--- config.mk ---
export PLATFORM = sky130hd
export DESIGN_NAME = buffered_instruction_fetch
export DESIGN_NICKNAME = d
export VERILOG_FILES = /design/src/rtl/buffered_instruction_fetch.sv
export SDC_FILE = /design/constraint.sdc
export NUM_CORES = 1
export LEC_CHECK = 0
export ABC_AREA = 0
export BUFFER_PORTS_ARGS = -buffer_cell sky130_fd_sc_hd__buf_2
export CAP_MARGIN = 15
export CELL_PAD_IN_SITES_DETAIL_PLACEMENT = 1
export CELL_PAD_IN_SITES_GLOBAL_PLACEMENT = 2
export CORE_MARGIN = 3
export CORE_UTILIZATION = 35
export DETAILED_ROUTE_END_ITERATION = 10
export PLACE_DENSITY = 0.89
export SKIP_LAST_GASP = 1
export SLEW_MARGIN = 20
export SYNTH_ARGS = -nofsm -noshare
export SYNTH_HDL_FRONTEND = slang
export SYNTH_SLANG_ARGS = --single-unit
--- constraint.sdc ---
create_clock -name clk -period 7.2 [get_ports clk]
set_input_delay 0.72 -clock clk [delete_from_list [all_inputs] [get_ports clk]]
set_output_delay 0.72 -clock clk [all_outputs]
set_load 0.05 [all_outputs]
--- src/rtl/buffered_instruction_fetch.sv ---
// Fetch stage with a small instruction queue in front of Decode.
// The stage keeps the PC and allows one memory request in flight at a time.
// Words that come back are queued together with their fetch address.
// A redirect from Decode (jump or taken branch) empties the queue, and any
// response still in flight is thrown away when it arrives.
module buffered_instruction_fetch #(
  parameter int unsigned           ADDR_WIDTH = 32,
  parameter logic [ADDR_WIDTH-1:0] RESET_PC   = '0,
  parameter int unsigned           FIFO_DEPTH = 2
) (
  input  logic                  clk,
  input  logic                  reset,
  input  logic                  hazard,
  input  logic                  outputBrachControlInput,
  input  logic [ADDR_WIDTH-1:0] pcBranchInput,
  input  logic                  jumpInput,
  input  logic [ADDR_WIDTH-1:0] pcJumpInput,
  output logic                  imemReq,
  output logic [ADDR_WIDTH-1:0] imemAddr,
  input  logic                  imemReady,
  input  logic                  imemValid,
  input  logic [31:0]           imemData,
  output logic [31:0]           instruction,
  output logic [ADDR_WIDTH-1:0] pc4Output,
  output logic                  instrValid
);

  localparam int unsigned      PTR_W   = $clog2(FIFO_DEPTH);
  localparam int unsigned      CNT_W   = PTR_W + 1;
  localparam logic [CNT_W-1:0] DEPTH_C = CNT_W'(FIFO_DEPTH);

  typedef enum logic [1:0] {
    ST_IDLE  = 2'd0,  // nothing outstanding
    ST_WAIT  = 2'd1,  // one request outstanding, its word will be queued
    ST_DRAIN = 2'd2   // one request outstanding, its word will be dropped
  } state_t;

  state_t                state_r;
  logic [ADDR_WIDTH-1:0] pc_r;
  logic [ADDR_WIDTH-1:0] req_addr_r;
  logic [CNT_W-1:0]      count_r;
  logic [PTR_W-1:0]      rd_ptr_r;
  logic [PTR_W-1:0]      wr_ptr_r;
  logic [31:0]           word_q_r [FIFO_DEPTH];
  logic [ADDR_WIDTH-1:0] addr_q_r [FIFO_DEPTH];

  logic                  redirect_s;
  logic [ADDR_WIDTH-1:0] target_raw_s;
  logic [ADDR_WIDTH-1:0] target_s;
  logic                  issue_s;
  logic                  accept_s;
  logic                  push_s;
  logic                  pop_s;

  // Pick the redirect target. A jump wins over a branch, and the target is forced to word alignment.
  always_comb begin
    redirect_s = jumpInput | outputBrachControlInput;
    if (jumpInput) begin
      target_raw_s = pcJumpInput;
    end else begin
      target_raw_s = pcBranchInput;
    end
    target_s = target_raw_s & ~ADDR_WIDTH'(3);
  end

  // Decide whether to request a word. Free space is judged from the registered
  // count only, so a pop in the same cycle does not make room early.
  always_comb begin
    issue_s = 1'b0;
    if (reset || redirect_s) begin
      issue_s = 1'b0;
    end else begin
      case (state_r)
        ST_IDLE:  issue_s = (count_r < DEPTH_C);
        ST_WAIT:  issue_s = imemValid && ((count_r + CNT_W'(1)) < DEPTH_C);
        ST_DRAIN: issue_s = 1'b0;
        default:  issue_s = 1'b0;
      endcase
    end
  end

  // Handshake events for this cycle. A redirect blocks all queue traffic.
  always_comb begin
    accept_s = issue_s & imemReady;
    push_s   = !redirect_s && (state_r == ST_WAIT) && imemValid;
    pop_s    = !redirect_s && (count_r != '0) && !hazard;
  end

  assign imemReq  = issue_s;
  assign imemAddr = pc_r;

  // Track the PC, the address of the request in flight, and the state of the
  // outstanding request.
  always_ff @(posedge clk or posedge reset) begin
    if (reset) begin
      state_r    <= ST_IDLE;
      pc_r       <= RESET_PC;
      req_addr_r <= RESET_PC;
    end else begin
      if (redirect_s) begin
        pc_r <= target_s;
      end else if (accept_s) begin
        pc_r <= pc_r + ADDR_WIDTH'(4);
      end else begin
        pc_r <= pc_r;
      end

      if (accept_s) begin
        req_addr_r <= pc_r;
      end else begin
        req_addr_r <= req_addr_r;
      end

      case (state_r)
        ST_IDLE: begin
          if (accept_s) begin
            state_r <= ST_WAIT;
          end else begin
            state_r <= ST_IDLE;
          end
        end
        ST_WAIT: begin
          if (redirect_s) begin
            // The word in flight now belongs to the wrong path.
            state_r <= imemValid ? ST_IDLE : ST_DRAIN;
          end else if (accept_s) begin
            state_r <= ST_WAIT;
          end else if (imemValid) begin
            state_r <= ST_IDLE;
          end else begin
            state_r <= ST_WAIT;
          end
        end
        ST_DRAIN: begin
          if (imemValid) begin
            state_r <= ST_IDLE;
          end else begin
            state_r <= ST_DRAIN;
          end
        end
        default: state_r <= ST_IDLE;
      endcase
    end
  end

  // Update the queue pointers and the occupancy count. A redirect empties the queue.
  always_ff @(posedge clk or posedge reset) begin
    if (reset) begin
      count_r  <= '0;
      rd_ptr_r <= '0;
      wr_ptr_r <= '0;
    end else if (redirect_s) begin
      count_r  <= '0;
      rd_ptr_r <= '0;
      wr_ptr_r <= '0;
    end else begin
      if (push_s) begin
        wr_ptr_r <= wr_ptr_r + PTR_W'(1);
      end else begin
        wr_ptr_r <= wr_ptr_r;
      end
      if (pop_s) begin
        rd_ptr_r <= rd_ptr_r + PTR_W'(1);
      end else begin
        rd_ptr_r <= rd_ptr_r;
      end
      case ({push_s, pop_s})
        2'b10:   count_r <= count_r + CNT_W'(1);
        2'b01:   count_r <= count_r - CNT_W'(1);
        default: count_r <= count_r;
      endcase
    end
  end

  // Store each returned word together with the address it was fetched from.
  always_ff @(posedge clk or posedge reset) begin
    if (reset) begin
      for (int unsigned i = 0; i < FIFO_DEPTH; i++) begin
        word_q_r[i] <= 32'd0;
        addr_q_r[i] <= '0;
      end
    end else if (push_s) begin
      word_q_r[wr_ptr_r] <= imemData;
      addr_q_r[wr_ptr_r] <= req_addr_r;
    end else begin
      word_q_r[wr_ptr_r] <= word_q_r[wr_ptr_r];
      addr_q_r[wr_ptr_r] <= addr_q_r[wr_ptr_r];
    end
  end

  // Present the queue head to Decode. An empty queue shows as a NOP at address 0.
  always_comb begin
    instrValid = (count_r != '0);
    if (instrValid) begin
      instruction = word_q_r[rd_ptr_r];
      pc4Output   = addr_q_r[rd_ptr_r] + ADDR_WIDTH'(4);
    end else begin
      instruction = 32'd0;
      pc4Output   = '0;
    end
  end

endmodule

# Word level (Yosys, flattened, before mapping)
# Index checks and enable logic that the tools add are counted.
# W data, S select, Z words.
dict set report classes {
  n_reduce_logical 15
  bitwise 4
  order_cmp 5
  mux 39
  eq_ne 4
  addsub 6
}
# operator count
set op_table {}
lappend op_table {{$mux W32} 18}
lappend op_table {{$bwmux W64} 4}
lappend op_table {{$mux W64} 2}
lappend op_table {{$add A32 B3 Y32 const B} 2}
lappend op_table {{$demux W32 S1} 1}
lappend op_table {{$mux W1} 8}
lappend op_table {{$reduce_bool A2 Y1} 4}
lappend op_table {{$logic_and A1 B1 Y1} 6}
lappend op_table {{$mux W2} 3}
lappend op_table {{$pmux W2 S3} 1}
lappend op_table {{$eq A2 B1 Y1 const B} 2}
lappend op_table {{$eq A2 B2 Y1 const B} 2}
lappend op_table {{$ge A2 B2 Y1 const B} 2}
lappend op_table {{$lt A2 B2 Y1 const B} 2}
lappend op_table {{$not A1 Y2} 2}
lappend op_table {{$pmux W2 S2} 1}
lappend op_table {{$reduce_bool A3 Y1} 1}
lappend op_table {{$add A1 B1 Y1 const B} 2}
lappend op_table {{$add A2 B1 Y2 const B} 1}
lappend op_table {{$logic_not A1 Y1} 2}
lappend op_table {{$logic_not A2 Y1} 1}
lappend op_table {{$lt A2 B1 Y1 const B} 1}
lappend op_table {{$pmux W1 S2} 1}
lappend op_table {{$sub A2 B1 Y2 const B} 1}
lappend op_table {{other kinds (3)} 3}
dict set report totals {
  word_cells 83
  regBits 198
  in_bits 103
  out_inout_bits 98
}

# Longest topological paths before layout
dict set report logic_depth {
  ltp_word 9
  depth_mapped 14
  depth_no_buf 7
}

# Least setup slack after synthesis
# No wires, ideal clock.
dict set report synth_timing {
  path_type {register to output}
  startpoint {reg rd_ptr_r}
  endpoint {out pc4Output[12]}
  n_path_buf 8
  arrival_time_ns 3.768
  path_stages_with_launch 15
  setup_slack_ns 2.712
  required_time_ns 6.480
  cell_sequence {dfrtp_1 > buf_6 > buf_6 > buf_4 > buf_4 > buf_2 > buf_4 > buf_4 > mux2_2 > ha_1 > and3_1 > buf_2 > a41oi_1 > nor3_1 > a211oi_1}
}
dict set report synth_between {
  elab_chain_len 6
}
# item line_no
set synth_lines {}
lappend synth_lines {{from (decl)} 42} ;# logic [PTR_W-1:0] rd_ptr_r;
lappend synth_lines {{from (signal assigned)} 163} ;# rd_ptr_r <= rd_ptr_r + PTR_W'(1);
lappend synth_lines {{from (signal assigned)} 165} ;# rd_ptr_r <= rd_ptr_r;
lappend synth_lines {{$not A1 Y2 (implied by the code)} 196} ;# pc4Output = addr_q_r[rd_ptr_r] + ADDR_WIDTH'(4);
lappend synth_lines {{$mux W32 (implied by the code) (3 in series)} 196}
lappend synth_lines {{$add A32 B3 Y32} 196}
lappend synth_lines {{$mux W32} 194} ;# if (instrValid) begin
lappend synth_lines {{to (decl)} 24} ;# output logic [ADDR_WIDTH-1:0] pc4Output,
# Every way passes these cells. The select of a mux whose other input is x is not followed.

# Final worst setup path
dict set report layout_timing {
  startpoint {reg rd_ptr_r}
  endpoint {out pc4Output[29]}
}
# Same word-level chain as after synthesis.

==> flow_summary.json <==
{
  "syn_inst": 968,
  "clk_pin_slew_worst_paths_ns": 0.08,
  "rows": 61,
  "dr.pass1.iters": 4,
  "rsz0062_at_grt": "no",
  "fp.dieW_um": 177,
  "p_per_area_nw_per_um2": 224,
  "layout.nets": 1235,
  "yosysTopAreaCell": "dfrtp_1",
  "ys_ff_latch": 194,
  "antenna_found_initial": 2,
  "core_area_um2": 28200,
  "finalSetupViolations": 0,
  "clkLatencyLatePin_ns": 0.44,
  "instances_no_fill": 1520,
  "dp.cells": 1488,
  "root_buffer": "clkbuf_16",
  "drtAntennaViolNets": 0,
  "crit_required_ns": 6.48,
  "cts_tree": "built",
  "areaGrowthSynthToFinish_pct": 18.2,
  "diodes": 0,
  "routed.top_layer": "met5",
  "drtIter0Drc": 389,
  "drv_slew": 0,
  "tns_ns": 0,
  "p_leak_nw": 5.61,
  "timing.fmax_mhz": 222,
  "drive_gt1_frac": 0.333,
  "grt_max_degree": 92,
  "ios": 201,
  "period_needed_ns": 4.51,
  "netlist_area_um2": 10200,
  "grt_pass1_vias": 8561,
  "drt-met1-wl_mm": 13.2,
  "avgRoutedWirePerCell_um": 18.7,
  "vias": 8029,
  "cts_buffer_depth": 2,
  "path_class": "reg -> out",
  "wl_met2_mm": 13.3,
  "hold_violations": 0,
  "start_kind": "flip-flop",
  "finalCritPeriodShare": 0.627,
  "holdBufCountCts": 0,
  "synthTopCellsByArea": "dfrtp_1 48%, mux2_2 14%, mux2i_1 5.5%",
  "syn-mean-instance-area_um2": 10.5,
  "vdd_drop_max_uv": 159,
  "hp-class": "in -> async",
  "synth_edf_count": 0,
  "initial_utilization": 0.360,
  "hpwl_mm": 20.0,
  "ys_warn_count": 0,
  "maxCapViolCount": 0,
  "die-area_um2": 31200,
  "via_per_inst": 5.28,
  "grt_pass1_wl_mm": 45.9,
  "grt.total_usage": 0.183,
  "synth_flop_cell": "dfrtp_1",
  "outcome": "finished clean",
  "drc": 0,
  "h-tree-depth": 4,
  "critPathCaptureType": "output port",
  "relSlewSlack": 0.348,
  "port_buffers": 194,
  "cts_made_buffers": 17,
  "finalWeightedCongestion": 0.860,
  "worstPathArrival_ns": 3.79,
  "critical_path.max_fanout": 71,
  "wl_met3_mm": 1.56,
  "routed_wl_mm": 28.4,
  "die_h_um": 177,
  "cts_sinks": 194,
  "cts_resized": 0,
  "synth_top_area_frac": 0.477,
  "ys_types": 66,
  "ys_seq_area_frac": 0.477,
  "post_cts_buffers": 0,
  "fin_skew_ns": 0.00728,
  "synthArstFlopShare": 1.00,
  "overflow": 0,
  "worst_slew_pin_slew_ns": 0.978
}
[synth_stat cells, types with 2 or more instances]
master,count
a221oi_1,4
o31a_1,3
and2_1,7
nor3_1,31
nand4_1,23
xor2_1,14
a21oi_1,31
o21a_1,6
and2_0,3
nand2_1,128
clkbuf_1,32
buf_4,9
xnor2_1,14
nand2b_1,5
inv_1,12
buf_1,6
ha_1,3
a31oi_1,3
nor3b_1,4
nor4_1,8
o21ai_0,13
mux2i_1,56
and4_1,5
nand3_1,26
a32o_1,3
or4_1,4
nor2_1,59
and3_1,14
nand4b_1,4
o22ai_1,7
or2_2,3
mux2_2,130
nor2b_1,21
dfrtp_1,194
o31ai_1,3
a221o_1,3
buf_2,14
a311oi_1,3
buf_6,2
a32oi_1,3
nand3b_1,8
a211oi_1,17
a22oi_1,7
[layout by cell type, fill, tap and decap left out, types with 8 or more instances in the layout]
cell and n:
clkbuf_16 17, mux2_2 130, dfrtp_1 193, nor3_1 30
nand3_1 26, nand4_1 23, nand2_1 128, nor2b_1 21
xor2_1 14, o21ai_0 13, and3_1 14, nand3b_1 8
mux2i_1 56, buf_4 10, a211oi_1 17, xnor2_1 14
a21oi_1 31, nor4_1 8, nor2_1 59, inv_1 11
buf_2 194
[cell families after synthesis]
logic type | after synthesis | synth area share
compound gates | 119 | 0.0819
fa+ha+maj | 4 | 0.00467
xor+xnor | 28 | 0.0241
other cells | 1 | 0.000369
mux | 186 | 0.199
buf+inv | 75 | 0.0342
simple gates | 361 | 0.179
flops | 194 | 0.477
[where the power goes]
group	internal (mW)	switching [mW]
combinational	0.154	0.247
clock	0.502	0.480
sequential	1.20	0.116
[metal layers]
metal,vias to the layer above,global-route usage
met5,-,0
met4,4,0.0393
met3,29,0.0370
met2,222,0.308
met1,3986,0.246
li1,3788,-
[per-stage QoR]
step / setup WS [ns] / hold slack [ns] / util / cell area (um2) / power [mW]
2_1_floorplan: 1.20 / 0.453 / - / 10200 / 1.59
4_1_cts: 2.67 / 0.473 / 0.426 / 12000 / 2.73
5_1_grt: 2.42 / 0.493 / 0.426 / 12000 / 2.84
3_5_place_dp: 3.21 / 0.475 / 0.404 / 11400 / 1.74
6_report: 2.69 / 0.465 / 0.426 / 12000 / 2.70
3_3_place_gp: 3.19 / 0.468 / 0.404 / 11400 / 1.71
[cell type report]
cell class                      count  area [um2]
Multi-Input combinational cell    700        4980
Sequential cell                   194        4860
Clock inverter                     15         190
Tap cell                          378         473
Inverter                           12        50.0
Timing Repair Buffer              204        1050
Fill cell                        3233       16200
Clock buffer                       17         425
[path summary, 6_finish.rpt]
kind                                  start       endpoint  slack (ns)  cells after the start
worst min register to register  addr_q_r[0]    addr_q_r[0]        0.50                      1
min in group clk                  imemValid     state_r[1]        0.49                      2
worst max register to register   count_r[1]   imemAddr[17]        4.54                      8
max in group asynchronous             reset       rd_ptr_r        5.34                      3
worst max-delay path               rd_ptr_r  pc4Output[29]        2.69                      7
worst min-delay path                  reset   imemAddr[31]        0.46                      2
[critical path, stage by stage (launching register included)]
cell and delay [ns]:
dfrtp_4 0.67, buf_4 0.83, nand2_1 0.22, nor3_1 0.34
o21ai_1 0.24, nor4_1 0.49, mux2i_1 0.24, buf_2 0.29
[flip-flops by register name (all words and copies together), names as in the netlist]
name and cells:
addr_q_r 64, word_q_r 64, imemAddr 30, req_addr_r 30, count_r 2, state_r 2
rd_ptr_r 1, wr_ptr_r 1
Power figures use the tool's default switching activity.
